<file path="config.mk">
export PLATFORM = sky130hd
export DESIGN_NAME = serv_dbg_ctrl
export DESIGN_NICKNAME = d
export VERILOG_FILES = /design/src/rtl/serv_dbg_ctrl.sv
export SDC_FILE = /design/constraint.sdc
export NUM_CORES = 1
export LEC_CHECK = 0
export BUFFER_PORTS_ARGS = -buffer_cell sky130_fd_sc_hd__buf_2
export CAP_MARGIN = 10
export CORE_AREA = 2 2 255 257
export DETAILED_ROUTE_END_ITERATION = 10
export DIE_AREA = 0 0 257 259
export SETUP_SLACK_MARGIN = 0.3
export SLEW_MARGIN = 20
export SYNTH_ARGS = -nofsm -noshare
export SYNTH_HDL_FRONTEND = slang
export SYNTH_SLANG_ARGS = --single-unit
</file>
<file path="constraint.sdc">
create_clock -name clk -period 5.2 [get_ports clk]
set_input_delay 1.04 -clock clk [delete_from_list [all_inputs] [get_ports clk]]
set_output_delay 1.04 -clock clk [all_outputs]
set_load 0.05 [all_outputs]
</file>
<file path="src/rtl/serv_dbg_ctrl.sv">
// Host-side debug controller for SERV: halt/step/reset sequencing plus a trace FIFO of rebuilt 32-bit RF writes.
// Optional macro SERV_DBG_TS_EN adds a free-running timestamp stored with every trace entry.
module serv_dbg_ctrl #(
  parameter int RF_WIDTH   = 8,
  parameter int FIFO_DEPTH = 16,
  parameter int RST_CYCLES = 4,
  parameter int TS_W       = 16
) (
  input  logic                clk,
  input  logic                i_rst,
  input  logic                i_cmd_valid,
  output logic                o_cmd_ready,
  input  logic [1:0]          i_cmd,
  output logic                o_dbg_halt,
  output logic                o_dbg_reset,
  input  logic                i_dbg_process,
  input  logic                i_dbg_step,
  input  logic [5:0]          i_rf_waddr,
  input  logic                i_rf_w1wren,
  input  logic                i_rf_we,
  input  logic [RF_WIDTH-1:0] i_rf_wdata,
  output logic                o_halted,
  output logic                o_trace_valid,
  input  logic                i_trace_ready,
  output logic [5:0]          o_trace_reg,
  output logic [31:0]         o_trace_data,
  output logic [TS_W-1:0]     o_trace_ts,
  output logic                o_trace_ovf,
  input  logic                i_trace_clr
);

  localparam logic [1:0] CMD_HALT   = 2'd0;
  localparam logic [1:0] CMD_RESUME = 2'd1;
  localparam logic [1:0] CMD_STEP   = 2'd2;
  localparam logic [1:0] CMD_RESET  = 2'd3;

  localparam int              RC_W    = (RST_CYCLES > 1) ? $clog2(RST_CYCLES) : 1;
  localparam logic [RC_W-1:0] RC_LAST = RC_W'(RST_CYCLES - 1);
  localparam int              AW      = $clog2(FIFO_DEPTH);

  typedef enum logic [2:0] {
    S_RUN,
    S_HALT_WAIT,
    S_HALTED,
    S_STEP_RUN,
    S_RST
  } state_t;

  state_t          state, state_nxt;
  logic [RC_W-1:0] rst_cnt;
  logic            rst_from_halted;

  // Outside RST the origin flag tracks HALTED, so it holds the entry state once RST begins.
  always_ff @(posedge clk) begin
    if (i_rst) begin
      state           <= S_RUN;
      rst_cnt         <= '0;
      rst_from_halted <= 1'b0;
    end else begin
      state <= state_nxt;
      if (state == S_RST) begin
        rst_cnt <= rst_cnt + RC_W'(1);
      end else begin
        rst_cnt         <= '0;
        rst_from_halted <= (state == S_HALTED);
      end
    end
  end

  always_comb begin
    state_nxt   = state;
    o_cmd_ready = 1'b0;
    o_dbg_halt  = 1'b0;
    o_dbg_reset = 1'b0;
    o_halted    = 1'b0;
    case (state)
      S_RUN: begin
        o_cmd_ready = 1'b1;
        if (i_cmd_valid) begin
          case (i_cmd)
            CMD_HALT:  state_nxt = S_HALT_WAIT;
            CMD_STEP:  state_nxt = S_STEP_RUN;
            CMD_RESET: state_nxt = S_RST;
            default:   state_nxt = S_RUN;
          endcase
        end
      end
      S_HALT_WAIT: begin
        o_dbg_halt = 1'b1;
        if (i_dbg_process) state_nxt = S_HALTED;
      end
      S_HALTED: begin
        o_dbg_halt  = 1'b1;
        o_halted    = 1'b1;
        o_cmd_ready = 1'b1;
        if (i_cmd_valid) begin
          case (i_cmd)
            CMD_RESUME: state_nxt = S_RUN;
            CMD_STEP:   state_nxt = S_STEP_RUN;
            CMD_RESET:  state_nxt = S_RST;
            default:    state_nxt = S_HALTED;
          endcase
        end
      end
      S_STEP_RUN: begin
        if (i_dbg_step) state_nxt = S_HALT_WAIT;
      end
      S_RST: begin
        o_dbg_reset = 1'b1;
        if (rst_cnt == RC_LAST) state_nxt = rst_from_halted ? S_HALT_WAIT : S_RUN;
      end
      default: state_nxt = S_RUN;
    endcase
  end

  logic                  beat, same_reg, push;
  logic [1:0]            asm_cnt;
  logic [3*RF_WIDTH-1:0] asm_part;
  logic [5:0]            asm_idx;

  assign beat     = i_rf_we & i_rf_w1wren;
  assign same_reg = (asm_cnt != 2'd0) && (i_rf_waddr == asm_idx);
  assign push     = beat & same_reg & (asm_cnt == 2'd3) & (asm_idx != 6'd0)
                    & (state != S_RST) & ~i_trace_clr;

  // A beat to a different register restarts assembly with that beat as byte 0.
  always_ff @(posedge clk) begin
    if (i_rst) begin
      asm_cnt  <= 2'd0;
      asm_part <= '0;
      asm_idx  <= 6'd0;
    end else if (state == S_RST || i_trace_clr) begin
      asm_cnt  <= 2'd0;
      asm_part <= '0;
    end else if (beat) begin
      if (!same_reg) begin
        asm_idx  <= i_rf_waddr;
        asm_part <= {{(2*RF_WIDTH){1'b0}}, i_rf_wdata};
        asm_cnt  <= 2'd1;
      end else begin
        case (asm_cnt)
          2'd1:    asm_part[2*RF_WIDTH-1:RF_WIDTH]   <= i_rf_wdata;
          2'd2:    asm_part[3*RF_WIDTH-1:2*RF_WIDTH] <= i_rf_wdata;
          default: asm_part <= asm_part;
        endcase
        asm_cnt <= asm_cnt + 2'd1;
      end
    end
  end

  logic [AW:0]  wptr, rptr;
  logic         empty, full, pop, wr;
  logic [5:0]   mem_reg  [FIFO_DEPTH];
  logic [31:0]  mem_data [FIFO_DEPTH];

  assign empty = (wptr == rptr);
  assign full  = (wptr[AW] != rptr[AW]) && (wptr[AW-1:0] == rptr[AW-1:0]);
  assign pop   = i_trace_ready & ~empty;
  assign wr    = push & (~full | pop);

  always_ff @(posedge clk) begin
    if (i_rst || i_trace_clr) begin
      wptr        <= '0;
      rptr        <= '0;
      o_trace_ovf <= 1'b0;
    end else begin
      if (wr)  wptr <= wptr + (AW+1)'(1);
      if (pop) rptr <= rptr + (AW+1)'(1);
      if (push && full && !pop) o_trace_ovf <= 1'b1;
    end
  end

  always_ff @(posedge clk) begin
    if (wr) begin
      mem_reg[wptr[AW-1:0]]  <= asm_idx;
      mem_data[wptr[AW-1:0]] <= {i_rf_wdata, asm_part};
    end
  end

  assign o_trace_valid = ~empty;
  assign o_trace_reg   = mem_reg[rptr[AW-1:0]];
  assign o_trace_data  = mem_data[rptr[AW-1:0]];

`ifdef SERV_DBG_TS_EN
  logic [TS_W-1:0] ts_cnt;
  logic [TS_W-1:0] mem_ts [FIFO_DEPTH];

  always_ff @(posedge clk) begin
    if (i_rst) ts_cnt <= '0;
    else       ts_cnt <= ts_cnt + TS_W'(1);
  end

  // The stamp is the counter value on the byte-3 beat edge.
  always_ff @(posedge clk) begin
    if (wr) mem_ts[wptr[AW-1:0]] <= ts_cnt;
  end

  assign o_trace_ts = mem_ts[rptr[AW-1:0]];
`else
  assign o_trace_ts = '0;
`endif

endmodule

</file>
==> out/results.ini, run 1 <==
[sta]
slew_headroom_pct=24.8
post-route-period-util_pct=78.2
rsz0062_at_grt=no
drv_slew=0
max_freq_mhz=246
whs_ps=433
final-hold-violation-count=0
tns_ps=0
fin_skew_ps=16.1
finalSetupViolCount=0
layout_setup_ws_ps=1140
post-route-min-period_ps=4060
worstMarginPinSlew_ps=1130

[yosys]
ys_warn_count=0
netlist_area_um2=25300
synth_top_area_cell=edfxtp_1
synth-compound-area-share_pct=1.41
synth-adder-area-share_pct=0.495
synth_xor_area_share_pct=0.554
synthFlopType=edfxtp_1
synth_simple_gate_area_share_pct=2.16
async_reset_ff_share_pct=0
synthTopCellsByArea=edfxtp_1 72%, mux4_2 17%, dfxtp_1 4.2%, mux2i_1 0.59%, a22o_1 0.55%
ys_seq_area_share_pct=76.4
syn_inst=1109
syn_avg_cell_area_um2=22.8
synth_top_family_by_area=multiplexers
synth_top_area_share_pct=72.2
ys_seq_elements=661
synthMuxAreaShare_pct=17.6
ys_types=47
synth_edf_count=608

[routing]
post_drt_wl_per_cell_um=24.7
drtIter0Drc=959
wl_um=52700
dr_total_vias=11400
drc=0
drtAntennaViolNets=0
viasPerCell=5.35
first_pass_iters=5

[layout]
final_common_cell=edfxtp_1
largest_reg_flops=512
final_area_um2=29100
area_delta_synth_final_pct=14.9
drive_above_1_share_pct=32.5
mostFrequentLayoutCells=608 x edfxtp_1, 190 x mux4_2, 73 x clkbuf_16
finalNetCount=1255

[clocking]
post_cts_buffers=0
clock-root-buffer=clkbuf_16
cts_tree=yes
path_clk_slew_ps=60
clk_path_buf_depth=3
cts-buffers-inserted=69
htreeDepth=3
clk_latency_ps=600
cts_hold_buffers=0
cts.sinks=661
cts-resized-gates=0

[global_route]
grt_pass1_vias=11900
use_met3_pct=2.88
overflow=0
gr-usage-all-layers_pct=16.1
busiest_layer=met2
grt_pass1_wl_um=79000
grt_max_degree=96
grt_util_met1_pct=22.6
gr-usage-met2_pct=26.2
antenna_found_initial=4

[flow_run]
drv_cap=0

[worst_setup_path]
cp_max_fo=51
required_ps=4160
arrival_ps=3020
end_kind=output pin
crit_type=flip-flop to output pin
cp-start-kind=flip-flop
worst_r2r_startpoint=asm_idx[5]$_SDFFE_PP0P_
r2r_setup_slack_ps=1540

[floorplanning]
die_y_um=259
die-width_um=257
start_util_pct=39.6
io_pins=85
num_rows=93
die-area_um2=66600
coreArea_um2=63900

[pwr]
leakage_nw=9.53
p_total_mw=10.8
powerDensity_nw_per_um2=370
ir_drop_v=0.000215

[placement]
hpwl_um=30400
portBuffers=68
place.gp.congestion=0.730
pre_cts_slack_ps=1170
placed_area_um2=26800

[min_path]
hold_path_class=flip-flop to flip-flop
min_from=rst_cnt[0]$_SDFF_PP0_

[status]
outcome=finished clean

[stage by stage]
| stage | cells | util, % |
|---|---|---|
| final | 2132 | 45.5 |
| after global routing | 2131 | 45.5 |
| after CTS | 2131 | 45.5 |
| after detailed placement | 2004 | 42.0 |
| after global placement | 2004 | 42.0 |
| after floorplan | 1124 | - |
[metal layers]
| metal | wire length [um] | up-vias |
|---|---|---|
| met2 | 26000 | 319 |
| li1 | - | 4903 |
| met3 | 2840 | 59 |
| met1 | 23100 | 6117 |
| met5 | 0 | - |
| met4 | 732 | 0 |
[worst paths after layout]
| path | end | cells after the start |
|---|---|---|
| worst min-delay path | rst_cnt[0]$_SDFF_PP0_ | 1 |
| worst max-delay path | o_trace_data[7] | 4 |
| worst min register to register | rst_cnt[0]$_SDFF_PP0_ | 1 |
| worst max register to register | mem_reg[10][0]$_DFFE_PP_ | 6 |
[power by group]
part | internal [mW] | total, mW | switching, mW
Sequential | 5.75 | 5.78 | 0.0243
Clock | 2.83 | 4.83 | 2.00
Combinational | 0.0352 | 0.152 | 0.117
Total | 8.62 | 10.8 | 2.15
[synthesized netlist by cell type (all sizes together) (6+ instances only)]
library cell	count
a22o	16
nor2	31
edfxtp	608
and3	15
mux2i	15
buf	32
a21oi	14
ha	10
clkbuf	36
xnor2	6
dfxtp	53
mux4	190
inv	6
o21ai	7
nor3	7
xor2	10
[kinds of logic (layout without fill, tap and decap cells)]
| group | Yosys count | after routing |
|---|---|---|
| other | 1 | 17 |
| XOR/XNOR | 16 | 16 |
| adder cells (fa/ha/maj) | 10 | 10 |
| multiplexers | 206 | 206 |
| AO/OA/AOI/OAI | 49 | 49 |
| buffers and inverters | 74 | 226 |
| AND/OR/NAND/NOR | 92 | 92 |
| flip-flops | 661 | 661 |
[worst max-delay path, stage by stage, from the launching register on]
cell and delay, ps:
dfxtp_4 600, buf_12 400, mux4_2 570, mux4_2 550, buf_2 250
[layout make-up]
class                   instances  area, um^2
fillers                      5290       34800
flip-flops and latches        661       19300
multi-input cells             389        5700
clock buffers                  90        1930
well taps                     855        1070
repair buffers                 93         703
clock inverters                37         298
inverters                       6        22.5
diodes                          1        2.50
Power figures use the tool's default switching activity.
==> run 2, diff against run 1 <==
- clock period: 5.2 -> 4 ns (I/O delays scaled with it)
==> run 2 against run 1 <==
First-iteration DRC count fell by 11%; die area did not move; count of clock-buffer cells in the layout rose by 13; register-to-register slack got worse by 760 ps; flip-flop and latch count did not move; final cell count rose by 1.3%; wire length rose by 3.2%; largest power group unchanged; highest routed layer unchanged.
==> out/results.ini, run 2 (synthesized netlist as in run 1, its figures left out) <==
[status]
outcome=finished clean

[global_route]
grt_max_degree=63  ; -34%
gr-usage-all-layers_pct=16.6  ; +0.54 points
antenna_found_initial=1  ; -3
grt_pass1_wl_um=81300  ; +2.9%
overflow=0  ; unchanged
grt_pass1_vias=12200  ; +2.6%

[layout]
diodes=0  ; -1
area_delta_synth_final_pct=16.5
mostFrequentLayoutCells=608 x edfxtp_1, 190 x mux4_2, 72 x clkbuf_16
finalNetCount=1285  ; +2.4%
largest_reg_flops=512  ; unchanged
final_common_cell=edfxtp_1
drive_above_1_share_pct=33.6  ; +1.1 points

[worst_setup_path]
crit_type=flip-flop to output pin
r2r-end=mem_data[1][28]$_DFFE_PP_
crit_family=multiplexers
cp_common_cell=mux4_2
required_ps=3200  ; -960 ps
slowest_stage=mux4_2
arrival_ps=2780  ; -240 ps
worstPathCellList=buf_12, buf_4, mux4_2, mux4_2, buf_2
cp_max_fo=13  ; -75%
cp-start-kind=flip-flop
worst_r2r_startpoint=asm_cnt[0]$_SDFFE_PP0P_
critPathBufInv=3  ; +1
cpPeakStageDelay_ps=550  ; -50 ps
rr_worst_depth=7  ; +1
r2r_setup_slack_ps=780  ; -760 ps
end_kind=output pin

[sta]
worstMarginPinSlew_ps=778  ; -350 ps
fin_skew_ps=20.2  ; +4.10 ps
post-route-min-period_ps=3580
max_freq_mhz=279
drv_slew=0  ; unchanged
slew_headroom_pct=48.1  ; +23 points
final-hold-violation-count=0  ; unchanged
finalSetupViolCount=0  ; unchanged
tns_ps=0  ; unchanged
post-route-period-util_pct=89.6
rsz0062_at_grt=no

[routing]
wl_um=54400  ; +3.2%
dr_total_vias=11600  ; +1.9%
drtAntennaViolNets=0  ; unchanged
post_drt_wl_per_cell_um=25.2  ; +1.9%
first_pass_iters=5  ; unchanged
drc=0  ; unchanged
drtIter0Drc=858  ; -11%
viasPerCell=5.38  ; +0.66%

[pwr]
ir_drop_v=0.000244  ; +14%
leakage_nw=9.73  ; +2.1%
powerDensity_nw_per_um2=472  ; +28%
p_total_mw=13.9  ; +29%

[floorplanning]
coreArea_um2=63900  ; unchanged
die_y_um=259  ; unchanged
io_pins=85  ; unchanged
die-area_um2=66600  ; unchanged
start_util_pct=39.6  ; unchanged
num_rows=93  ; unchanged
die-width_um=257  ; unchanged

[min_path]
min_from=rst_cnt[0]$_SDFF_PP0_
hold_path_class=flip-flop to flip-flop
min_delay_path_depth=1  ; unchanged
min_to=rst_cnt[0]$_SDFF_PP0_

[clocking]
clk_latency_ps=600  ; about the same
cts_hold_buffers=0  ; unchanged
htreeDepth=3  ; unchanged
cts.sinks=661  ; unchanged
cts-buffers-inserted=69  ; unchanged
path_clk_slew_ps=60  ; about the same
clock-root-buffer=clkbuf_16
cts_tree=yes
clk_path_buf_depth=3  ; unchanged

[placement]
hpwl_um=31000  ; +2.0%
place.gp.congestion=0.736  ; +0.86%
portBuffers=68  ; unchanged

[flow_run]
drv_cap=0  ; unchanged

==> run 2: changes by cell type in the layout (fill, tap and decap cells not counted), moves of 3 or more <==
cell       delta
buf_4        +19
clkbuf_1      +9
clkinv_2      -9
buf_12        +5
clkbuf_8      +5
clkinv_1      -4
buf_16        +3
bufbuf_16     +3
==> run 2: layout make-up <==
class / instances / area [um^2]
clock buffer: 103 / 2010
clock inverter: 22 / 199
fill: 5247 / 34400
inverter: 6 / 22.5
multi-input combinational: 389 / 5700
sequential: 661 / 19300
tap: 855 / 1070
timing repair buffer: 123 / 1130
==> run 2: per-layer routing <==
layer,global-route usage (%),vias to the layer above,routed length [um],part of all wire (%)
li1,-,4956,-,-
met1,23.1,6301,23700,44
met5,0,-,0,0
met2,27.3,293,27000,50
met4,4.55,0,869,1.6
met3,3.03,68,2810,5.2
==> run 2: worst max-delay path by stage <==
stage	from	to	slack (ps)	cells after the start
6_report	flip-flop	o_trace_reg[3]	420	5
5_1_grt	flip-flop	o_trace_data[23]	330	5
3_3_place_gp	i_rf_waddr[0]	mem_reg[1][5]$_DFFE_PP_	530	7
4_1_cts	flip-flop	o_trace_reg[3]	360	5
2_1_floorplan	i_rf_waddr[0]	mem_data[15][0]$_DFFE_PP_	310	4
3_5_place_dp	i_rf_waddr[0]	mem_reg[1][5]$_DFFE_PP_	460	7
==> run 2: timing repair <==
item / 4_1_cts / 5_1_grt
buffers inserted: 3 / 0
gates resized for setup: 3 / 0
setup endpoints to repair: 31 / 0
==> run 2: through the flow <==
stage / cell area, um^2 / std cells / utilization (%) / hold WS [ps] / worst slack, ps
floorplan: 25300 / 1124 / - / 408 / 306
global placement: 27100 / 2028 / 42.4 / 417 / 531
detailed placement: 27100 / 2028 / 42.4 / 444 / 459
CTS: 29500 / 2159 / 46.1 / 435 / 355
global route: 29500 / 2159 / 46.1 / 468 / 327
finish: 29500 / 2159 / 46.1 / 446 / 416
==> run 2: report_power, final <==
group / switching, mW / leakage (nW) / internal (mW) / total [mW]
combinational: 0.163 / 2.25 / 0.0503 / 0.213
sequential: 0.0235 / 6.40 / 7.48 / 7.50
clock: 2.53 / 1.08 / 3.67 / 6.20
total: 2.71 / 9.73 / 11.2 / 13.9
==> run 3, diff against run 2 <==
- BUFFER_PORTS_ARGS: -buffer_cell sky130_fd_sc_hd__buf_2 -> not set
- DONT_BUFFER_PORTS: not set -> 1
==> run 3 against run 2 <==
Register-to-register slack gained 30 ps; wire length fell by 6.6%; final area shrank 2.3%; non-clock buffer count decreased by 80; via count down 4.4%; maximum frequency is 1.6% higher; clock power decreased by 3%; largest power group unchanged; highest routed layer unchanged.
==> out/results.ini, run 3 (synthesized netlist as in run 1, its figures left out) <==
[routing]
wl_um=50800  ; -6.6%
first_pass_iters=4  ; -1
dr_total_vias=11100  ; -4.4%
drtAntennaViolNets=0  ; unchanged
viasPerCell=5.34  ; -0.77%
drc=0  ; unchanged
post_drt_wl_per_cell_um=24.4  ; -3.1%
drtIter0Drc=962  ; +12%

[floorplanning]
start_util_pct=39.6  ; unchanged
io_pins=85  ; unchanged
die-area_um2=66600  ; unchanged
num_rows=93  ; unchanged
die_y_um=259  ; unchanged
die-width_um=257  ; unchanged
coreArea_um2=63900  ; unchanged

[worst_setup_path]
r2r-end=mem_data[6][22]$_DFFE_PP_
cpPeakStageDelay_ps=660  ; +110 ps
cp-start-kind=flip-flop
end_kind=output pin
slowest_stage=mux4_2
rr_worst_depth=7  ; unchanged
crit_family=multiplexers
worstPathCellList=buf_12, mux4_2, mux4_2
cp_common_cell=mux4_2
cp_max_fo=112  ; +99
crit_type=flip-flop to output pin
worst_r2r_startpoint=asm_cnt[0]$_SDFFE_PP0P_
arrival_ps=2730  ; -50 ps
required_ps=3200  ; about the same
critPathBufInv=1  ; -2
r2r_setup_slack_ps=810  ; +30 ps

[clocking]
cts-buffers-inserted=69  ; unchanged
clk_latency_ps=610  ; about the same
htreeDepth=3  ; unchanged
clock-root-buffer=clkbuf_16
cts.sinks=661  ; unchanged
path_clk_slew_ps=50  ; about the same
clk_path_buf_depth=3  ; unchanged
cts_tree=yes

[sta]
post-route-min-period_ps=3530  ; -57.5 ps
max_freq_mhz=284  ; +1.6%
fin_skew_ps=27.2  ; +7.04 ps
finalSetupViolCount=0  ; unchanged
slew_headroom_pct=36.4  ; -12 points
tns_ps=0  ; unchanged
drv_slew=0  ; unchanged
post-route-period-util_pct=88.2  ; -1.4 points
final-hold-violation-count=0  ; unchanged
worstMarginPinSlew_ps=953  ; +176 ps
rsz0062_at_grt=no

[global_route]
gr-usage-all-layers_pct=15.4  ; -1.2 points
use_met3_pct=3.52  ; +0.50 points
grt_util_met1_pct=21.8  ; -1.2 points
grt_max_degree=113  ; +79%
overflow=0  ; unchanged
busiest_layer=met2
antenna_found_initial=0  ; -1
grt_pass1_vias=11500  ; -5.5%
gr-usage-met2_pct=24.4  ; -2.9 points
grt_pass1_wl_um=75900  ; -6.7%

[pwr]
p_clk_share_pct=43.9  ; -0.6 points
power_frac_comb_pct=1.2  ; -0.3 points
p_seq_share_pct=54.9  ; +1.0 points
ir_drop_v=0.000300  ; +23%
powerDensity_nw_per_um2=475  ; +0.52%
intPower_mw=10.9  ; -2.6%
p_sw_mw=2.75  ; +1.5%
leakage_nw=9.27  ; -4.7%
swShare_pct=20.2  ; +0.65 points

[layout]
largest_reg_flops=512  ; unchanged
diodes=0  ; unchanged
finalNetCount=1205  ; -6.2%
area_delta_synth_final_pct=13.8
final_common_cell=edfxtp_1
final_cells=2080  ; -3.7%
nFillCells=5273  ; +0.50%
drive_above_1_share_pct=29.8  ; -3.8 points
mostFrequentLayoutCells=608 x edfxtp_1, 190 x mux4_2, 69 x clkbuf_16

[min_path]
min_delay_path_depth=1  ; unchanged
min_to=state[1]$_SDFFE_PP0P_
min_from=i_rst
hold_path_class=input port to flip-flop

[placement]
portBuffers=0  ; -100%
dp.cells=1951  ; -3.8%
place.gp.congestion=0.711  ; -3.5%
hpwl_um=28900  ; -6.6%

[flow_run]
drv_cap=0  ; unchanged

[status]
outcome=finished clean

==> run 3: layout make-up <==
class                           instances  area [um^2]  share of cell area (%)
Clock buffer                           91         1870                    6.49
Clock inverter                         35          260                   0.904
Inverter                                6         22.5                  0.0783
Multi-Input combinational cell        389         5700                    19.8
Sequential cell                       661        19300                    67.2
Tap cell                              855         1070                    3.72
Timing Repair Buffer                   43          531                    1.84
==> run 3: how the worst max path moves through the flow <==
stage / startpoint / end / slack, ps / depth (start not counted)
after global placement: i_rf_waddr[0] / mem_data[6][21]$_DFFE_PP_ / 660 / 6
after floorplan: i_rf_waddr[0] / mem_data[15][0]$_DFFE_PP_ / 310 / 4
after global routing: flip-flop / o_trace_reg[3] / 410 / 4
after CTS: flip-flop / o_trace_reg[3] / 450 / 4
after detailed placement: i_rf_waddr[0] / mem_data[6][22]$_DFFE_PP_ / 620 / 6
final: flip-flop / o_trace_data[7] / 470 / 3
==> run 3: repair_timing <==
item,in CTS,in global routing
hold endpoints to repair,0,0
resized for setup,1,0
setup endpoints to repair,24,0
buffers inserted,3,0
hold buffers,0,0
==> run 3: worst register-to-register path, stage by stage, from the launching register on <==
cell	delay, ps
dfxtp_1	390
inv_1	80
ha_1	250
nor4_4	570
nand4_4	300
nor2_2	440
and3_2	540
buf_12	280
==> run 3: metal layers <==
| metal | share of wire, % | vias to the layer above | wire, um |
|---|---|---|---|
| met3 | 5.4 | 72 | 2750 |
| li1 | - | 4800 | - |
| met4 | 1.8 | 0 | 904 |
| met2 | 47 | 261 | 24100 |
| met5 | 0 | - | 0 |
| met1 | 45 | 5974 | 23000 |
==> run 3: metrics by stage <==
step                      power (mW)  worst slack (ps)  cell area [um^2]  utilization, %  hold slack, ps
after floorplan                 7.79               306             25300               -             408
after global placement          7.81               664             26600            41.7             413
after detailed placement        7.81               622             26600            41.7             422
after CTS                       13.8               450             28800            45.1             239
after global routing            14.1               410             28800            45.1             244
final                           13.7               473             28800            45.1             274
==> run 3: power groups by stage <==
stage / Sequential (mW) / Combinational, mW / Clock [mW]
detailed placement: 7.65 / 0.163 / 0
CTS: 7.50 / 0.164 / 6.13
global route: 7.50 / 0.176 / 6.41
global placement: 7.65 / 0.160 / 0
finish: 7.50 / 0.163 / 6.00
floorplan: 7.64 / 0.149 / 0
